## src/rtl/onehot_strobe_decoder.sv

```systemverilog
// Binary-to-one-hot strobe decoder. Codes are buffered in a small FIFO, and each one
// is replayed as a registered one-hot strobe held for HOLD cycles.
module onehot_strobe_decoder #(
  parameter int WIDTH = 3,
  parameter int HOLD  = 4,
  parameter int DEPTH = 2
) (
  input  logic                         clk,
  input  logic                         rst_n,
  input  logic                         clr,
  input  logic                         in_valid,
  output logic                         in_ready,
  input  logic [WIDTH-1:0]             in_code,
  output logic [2**WIDTH-1:0]          out,
  output logic                         out_valid,
  output logic                         busy,
  output logic [$clog2(DEPTH+1)-1:0]   level
);

  localparam int OW = 2**WIDTH;
  localparam int PW = $clog2(DEPTH);
  localparam int LW = $clog2(DEPTH+1);
  localparam logic [7:0] CNT_INIT = 8'(HOLD - 1);

  typedef enum logic {S_IDLE, S_HOLD} state_t;

  state_t           state, state_d;
  logic [7:0]       cnt, cnt_d;
  logic [OW-1:0]    out_d;
  logic             out_valid_d;

  logic [WIDTH-1:0] mem [DEPTH];
  logic [PW-1:0]    wr_ptr, rd_ptr;
  logic             push, pop, fifo_nonempty;

  // in_ready ignores a same-cycle pop, so a write never lands on a full FIFO.
  assign in_ready      = (level != LW'(DEPTH));
  assign push          = in_valid && in_ready && !clr;
  assign fifo_nonempty = (level != '0);
  assign busy          = (state == S_HOLD) || fifo_nonempty;

  // NOTE: the storage array has no reset; level and the pointers decide what is valid,
  // so stale entries are never read.
  always_ff @(posedge clk) begin
    if (push) mem[wr_ptr] <= in_code;
  end

  // NOTE: all sequential state uses non-blocking assignments so every register samples
  // pre-edge values.
  always_ff @(posedge clk or negedge rst_n) begin
    if (!rst_n) begin
      wr_ptr <= '0;
      rd_ptr <= '0;
      level  <= '0;
    end else if (clr) begin
      wr_ptr <= '0;
      rd_ptr <= '0;
      level  <= '0;
    end else begin
      if (push) wr_ptr <= wr_ptr + PW'(1);
      if (pop)  rd_ptr <= rd_ptr + PW'(1);
      level <= level + LW'(push) - LW'(pop);
    end
  end

  // NOTE: every output of this block gets a default first, so no path infers a latch.
  always_comb begin
    state_d     = state;
    cnt_d       = cnt;
    out_d       = out;
    out_valid_d = out_valid;
    pop         = 1'b0;
    if (clr) begin
      state_d     = S_IDLE;
      cnt_d       = '0;
      out_d       = '0;
      out_valid_d = 1'b0;
    end else begin
      unique case (state)
        S_IDLE: begin
          if (fifo_nonempty) begin
            pop         = 1'b1;
            state_d     = S_HOLD;
            out_d       = OW'(1) << mem[rd_ptr];
            out_valid_d = 1'b1;
            cnt_d       = CNT_INIT;
          end
        end
        S_HOLD: begin
          if (cnt != '0) begin
            cnt_d = cnt - 8'd1;
          end else if (fifo_nonempty) begin
            // Last strobe cycle with more work queued: reload with no gap.
            pop         = 1'b1;
            out_d       = OW'(1) << mem[rd_ptr];
            out_valid_d = 1'b1;
            cnt_d       = CNT_INIT;
          end else begin
            state_d     = S_IDLE;
            out_d       = '0;
            out_valid_d = 1'b0;
          end
        end
      endcase
    end
  end

  always_ff @(posedge clk or negedge rst_n) begin
    if (!rst_n) begin
      state     <= S_IDLE;
      cnt       <= '0;
      out       <= '0;
      out_valid <= 1'b0;
    end else begin
      state     <= state_d;
      cnt       <= cnt_d;
      out       <= out_d;
      out_valid <= out_valid_d;
    end
  end

endmodule

```

## config.mk

```make
export PLATFORM = sky130hd
export DESIGN_NAME = onehot_strobe_decoder
export DESIGN_NICKNAME = d
export VERILOG_FILES = /design/src/rtl/onehot_strobe_decoder.sv
export SDC_FILE = /design/constraint.sdc
export NUM_CORES = 1
export LEC_CHECK = 0
export BUFFER_PORTS_ARGS = -buffer_cell sky130_fd_sc_hd__buf_2
export CAP_MARGIN = 20
export CELL_PAD_IN_SITES_DETAIL_PLACEMENT = 0
export CELL_PAD_IN_SITES_GLOBAL_PLACEMENT = 1
export CORE_ASPECT_RATIO = 0.5
export CORE_UTILIZATION = 44
export CTS_CLUSTER_SIZE = 25
export DETAILED_ROUTE_END_ITERATION = 8
export GPL_ROUTABILITY_DRIVEN = 0
export PLACE_DENSITY = 0.8
export SYNTH_ARGS = -nofsm -noshare
export SYNTH_HDL_FRONTEND = slang
export SYNTH_SLANG_ARGS = --single-unit
```

## constraint.sdc

```tcl
create_clock -name clk -period 3.3 [get_ports clk]
set_clock_uncertainty 0.15 [all_clocks]
set_input_delay 0.66 -clock clk [delete_from_list [all_inputs] [get_ports clk]]
set_output_delay 0.66 -clock clk [all_outputs]
set_load 0.03 [all_outputs]
```

==> results.cfg, run 1 <==
[logic_synthesis]
synth_fa_ha_area_share_pct = 3.60
ys_seq_elements = 28
yosysMostFrequentCell = dfrtp_1
synthTopCellsByArea = dfrtp_1 40%, edfxtp_1 13%, nand2_1 3.8%
synth_warnings = 0
ys_seq_area_share_pct = 52.5
synthSimpleGateAreaFrac_pct = 18.0
synth_flop_cell = dfrtp_1
async_flop_share_pct = 78.6
synth_top_area_share_pct = 39.6
synth_common_cells = 22 x dfrtp_1, 14 x nand2_1, 9 x nor2_1
synth_top_area_cell = dfrtp_1
synthCells = 127
synthXorXnorAreaFrac_pct = 3.15
synth_fp_nets = 138
synth_edf_count = 6
avgSynthCellArea_um2 = 11.0
syn_area_um2 = 1390
synth_compound_area_share_pct = 16.7
synth.mux.area_fraction_pct = 2.25
synth_top_family_by_area = simple AND/OR/NAND/NOR gates
ys_types = 41

[grt]
grt_pass1_vias = 961
grt_max_degree = 23
grt_remaining_overflow = 0
grt_pass1_wl_mm = 4.53
grt_usage_pct = 17.9
antenna_found_initial = 0

[floorplanning]
fp-row-count = 13
die_w_um = 81.5
core_area_um2 = 2800
start_util_pct = 49.7
die-area_um2 = 3400
ios = 20
die_height_um = 41.8

[power_and_ir_drop]
ir_worst_vdd_mv = 0.444
leakage_nw = 0.694
p_per_area_nw_per_um2 = 838

[placement]
placed_area_um2 = 1510
hpwl_mm = 1.87
port_buffers = 19

[clock_tree]
cts_tree = done
post_cts_buffers = 0
cts_buffer_depth = 2
hold_buffers = 0
cts.htree.levels = 1
numClockSinks = 28
cts_root_buf = clkbuf_8
path_clk_slew_ns = 0.10
clk_latency_ns = 0.28
post_cts_resized = 0
cts_inserted_buffers = 3

[sta]
fmax_ghz = 0.357
post-route-period-util_pct = 84.9
timing.final.crit_period_ns = 2.80
setup_violations = 0
relSlewSlack_pct = 50.1
finalHoldViolCount = 0
report.final.slew_viol_count = 0
rsz0062_at_grt = false
tightest_slew_ns = 0.749
finalSetupTns_ns = 0
timing.hold.ws_ns = 0.182

[route]
drt_iter0_markers = 31
route.detailed.drc = 0
wl_mm = 2.71
wl_per_cell_um = 14.9
vias_per_cell = 5.49
firstDrtPassIters = 4
vias = 1000
antenna_left = 0

[cells_and_area]
area_growth_syn_to_layout_pct = 13.4
final_nets = 157
post-route-util_pct = 56.4
diodes = 0
fin_area_um2 = 1580
drive_gt1_share_pct = 24.1

[worst_setup_path]
start_kind = register
path_max_fanout = 5
worstPathArrival_ns = 2.81
path_class = reg -> reg
worstPathRequired_ns = 3.31
crit_path_end_kind = register

[outcome]
status = complete, no violations

[min_path]
hold_path.class = in -> async

[run]
drv_cap = 0
[final cells by class]
type / instances / area [µm²]
multi-input cells: 87 / 608
inverters: 7 / 26.3
well taps: 37 / 46.3
clock inverters: 1 / 30.0
fillers: 257 / 1220
flip-flops and latches: 28 / 731
repair buffers: 19 / 95.1
clock buffers: 3 / 41.3
[state kept, by name, summed over array words and instances, names as in the netlist]
register	cells
state	1
mem	6
out_valid	1
out	8
level	2
wr_ptr	1
cnt	8
rd_ptr	1
[placed cells by master (no fill, tap or decap), drive strengths merged]
cell / count
a311oi: 1
ha: 4
a211oi: 4
mux2: 1
inv: 7
nor4b: 1
nor4: 2
nor3b: 1
nand3: 1
o21ba: 2
or4b: 3
clkbuf: 3
edfxtp: 6
o31a: 1
o22a: 1
a21boi: 1
a32o: 1
nor2: 9
a21oi: 5
or3: 1
a2111oi: 2
nand3b: 1
a21o: 1
buf: 19
o21ai: 7
nor2b: 1
nor3: 7
dfrtp: 22
mux2i: 2
or2: 2
xor2: 1
nand2: 14
nand4b: 1
bufinv: 1
xnor2: 4
a31o: 1
nand2b: 2
o31ai: 2
[metrics by stage]
step	instances	setup slack [ns]	total power, mW
6_report	182	0.497	1.32
5_1_grt	182	0.358	1.41
4_1_cts	182	0.499	1.33
3_5_place_dp	178	0.542	1.05
3_3_place_gp	178	0.615	1.05
2_1_floorplan	127	0.688	0.932
[logic make-up (layout without fill, tap and decap cells)]
logic type | count (synthesis) | in the layout
fa+ha+maj | 4 | 4
compound gates | 29 | 29
flops | 28 | 28
simple gates | 46 | 46
buf+inv | 12 | 30
xor+xnor | 5 | 5
mux | 3 | 3
[worst max-delay path, cell delays in order, from the launching register on]
cell and delay, ns:
dfrtp_1 0.43, inv_1 0.10, ha_1 0.15, or4b_4 0.51, a2111oi_4 0.49, ha_1 0.30
inv_1 0.05, ha_1 0.15, xor2_1 0.17, xnor2_1 0.13, nor2_1 0.05
[per-layer routing]
| layer | vias to the layer above | part of all wire [%] | GRT usage [%] |
|---|---|---|---|
| met5 | - | 0 | 0 |
| met4 | 0 | 0.37 | 4.29 |
| met3 | 2 | 5.0 | 5.93 |
| met2 | 24 | 43 | 26.0 |
| met1 | 480 | 52 | 25.3 |
| li1 | 494 | - | - |
[worst paths after layout]
kind | start | endpoint | slack [ns] | depth (start not counted)
max | cnt[0] | level[1] | 0.50 | 10
min | rst_n | cnt[2] | 0.18 | 1
max reg2reg | cnt[0] | level[1] | 0.50 | 10
min reg2reg | out[0] | out[0] | 0.33 | 2
max in group asynchronous | rst_n | out[1] | 2.48 | 1
min in group clk | out[0] | out[0] | 0.33 | 2
[power breakdown]
part,total [mW],switching (mW),internal (mW),leakage [nW]
clock,0.272,0.110,0.163,0.0357
combinational,0.534,0.317,0.218,0.304
sequential,0.515,0.0922,0.423,0.354
total,1.32,0.519,0.803,0.694
No activity file was read; power rests on OpenSTA's default activity.
==> inputs of run 2 (changes only) <==
==> constraint.sdc (replaced) <==
create_clock -name clk -period 2.6 [get_ports clk]
set_clock_uncertainty 0.15 [all_clocks]
set_input_delay 0.52 -clock clk [delete_from_list [all_inputs] [get_ports clk]]
set_output_delay 0.52 -clock clk [all_outputs]
set_load 0.03 [all_outputs]
==> results.cfg, run 2 (same netlist as run 1, synthesis figures left out) <==
[route]
route.detailed.drc = 0
firstDrtPassIters = 4
vias = 1057
antenna_left = 0
wl_mm = 2.87
wl_per_cell_um = 14.6
drt_iter0_markers = 27
vias_per_cell = 5.37

[cells_and_area]
area_growth_syn_to_layout_pct = 23.1
drive_gt1_share_pct = 34.4
final_cell_mix = 22 x dfrtp_1, 19 x buf_2, 15 x buf_4
diodes = 0
final_common_cell = dfrtp_1
post-route-util_pct = 61.2
fillers = 251
reg_top3 = cnt: 8 flops, out: 8 flops, mem: 6 flops
final_nets = 172

[clock_tree]
cts_inserted_buffers = 3
cts_root_buf = clkbuf_8
path_clk_slew_ns = 0.09
cts_tree = done
numClockSinks = 28
clk_latency_ns = 0.28
cts.htree.levels = 1
cts_buffer_depth = 2
hold_buffers = 0

[grt]
grt_remaining_overflow = 0
antenna_found_initial = 0
grt_pass1_vias = 969
grt_pass1_wl_mm = 4.64
grt_usage_pct = 18.3
grt_max_degree = 23

[sta]
setup_violations = 0
finalHoldViolCount = 0
report.final.slew_viol_count = 0
relSlewSlack_pct = 52.1
finalSetupTns_ns = 0
fmax_ghz = 0.393
post-route-period-util_pct = 97.8
rsz0062_at_grt = true
tightest_slew_ns = 0.719
timing.final.crit_period_ns = 2.54

[placement]
hpwl_mm = 2.03
port_buffers = 19

[floorplanning]
die_height_um = 41.8
die_w_um = 81.5
start_util_pct = 49.7
die-area_um2 = 3400
fp-row-count = 13
ios = 20
core_area_um2 = 2800

[worst_setup_path]
rrSetupSlack_ns = 0.06
path_max_fanout = 2
start_kind = register
worstPathRequired_ns = 2.63
worstPathArrival_ns = 2.57
crit_path_end_kind = register
path_class = reg -> reg

[power_and_ir_drop]
leakage_nw = 0.769
p_per_area_nw_per_um2 = 1060
ir_worst_vdd_mv = 0.518

[run]
drv_cap = 0

[min_path]
hold_path.class = in -> async

[outcome]
status = complete, no violations
-- run 2: changes by cell type in the layout (fill, tap and decap cells not counted), sizes merged --
cell,delta
buf,+15
-- run 2: worst max-delay path, cell delays in order, from the launching register on --
cell and delay [ns]:
dfrtp_1 0.40, inv_2 0.08, ha_4 0.13, or4b_4 0.48
a2111oi_4 0.35, ha_1 0.29, inv_1 0.06, ha_2 0.18
xor2_2 0.14, xnor2_1 0.13, nor2_1 0.05
-- run 2: timing repair --
item | 4_1_cts | 5_1_grt
resized for setup | 5 | 1
endpoints found under the setup margin | 1 | 1
pin swaps | 4 | 2
setup buffers | 5 | 2
-- run 2: final timing paths --
| kind | from | end | cells past startpoint |
|---|---|---|---|
| worst max-delay path | cnt[0] | level[1] | 10 |
| worst min-delay path | rst_n | cnt[0] | 1 |
| worst max register to register | cnt[0] | level[1] | 10 |
| worst min register to register | out_valid | out_valid | 1 |
| max in group asynchronous | rst_n | cnt[6] | 1 |
| min in group clk | in_code[0] | mem[1][0] | 1 |
-- run 2: metal layers --
metal / vias up / track usage, % / part of all wire [%]
li1: 527 / - / -
met1: 504 / 24.6 / 49
met2: 24 / 29.0 / 46
met3: 2 / 5.27 / 4.5
met4: 0 / 4.29 / 0.49
met5: - / 0 / 0
-- run 2: metrics by stage --
step	hold slack [ns]	instances	total power, mW	cell area [µm²]	setup WS [ns]
2_1_floorplan	0.0744	127	1.18	1390	0.0421
3_3_place_gp	0.307	186	1.38	1570	0.105
3_5_place_dp	0.310	186	1.39	1570	0.0403
4_1_cts	0.0654	195	1.81	1690	0.0243
5_1_grt	0.0781	197	1.94	1710	-0.0423
6_report	0.0419	197	1.82	1710	0.0583
-- run 2: layout make-up --
class,instances,area [µm²],area share [%]
timing repair buffer,34,208,12.1
multi-input combinational,87,631,36.8
inverter,7,26.3,1.53
clock inverter,1,30.0,1.75
sequential,28,731,42.7
clock buffer,3,41.3,2.41
tap,37,46.3,2.70
-- run 2: report_power, final --
part           internal [mW]  total, mW  switching [mW]  leakage (nW)
logic                  0.384      0.854           0.470         0.379
clock network          0.206      0.347           0.141        0.0357
registers              0.538      0.621          0.0833         0.354
total                   1.13       1.82           0.694         0.769
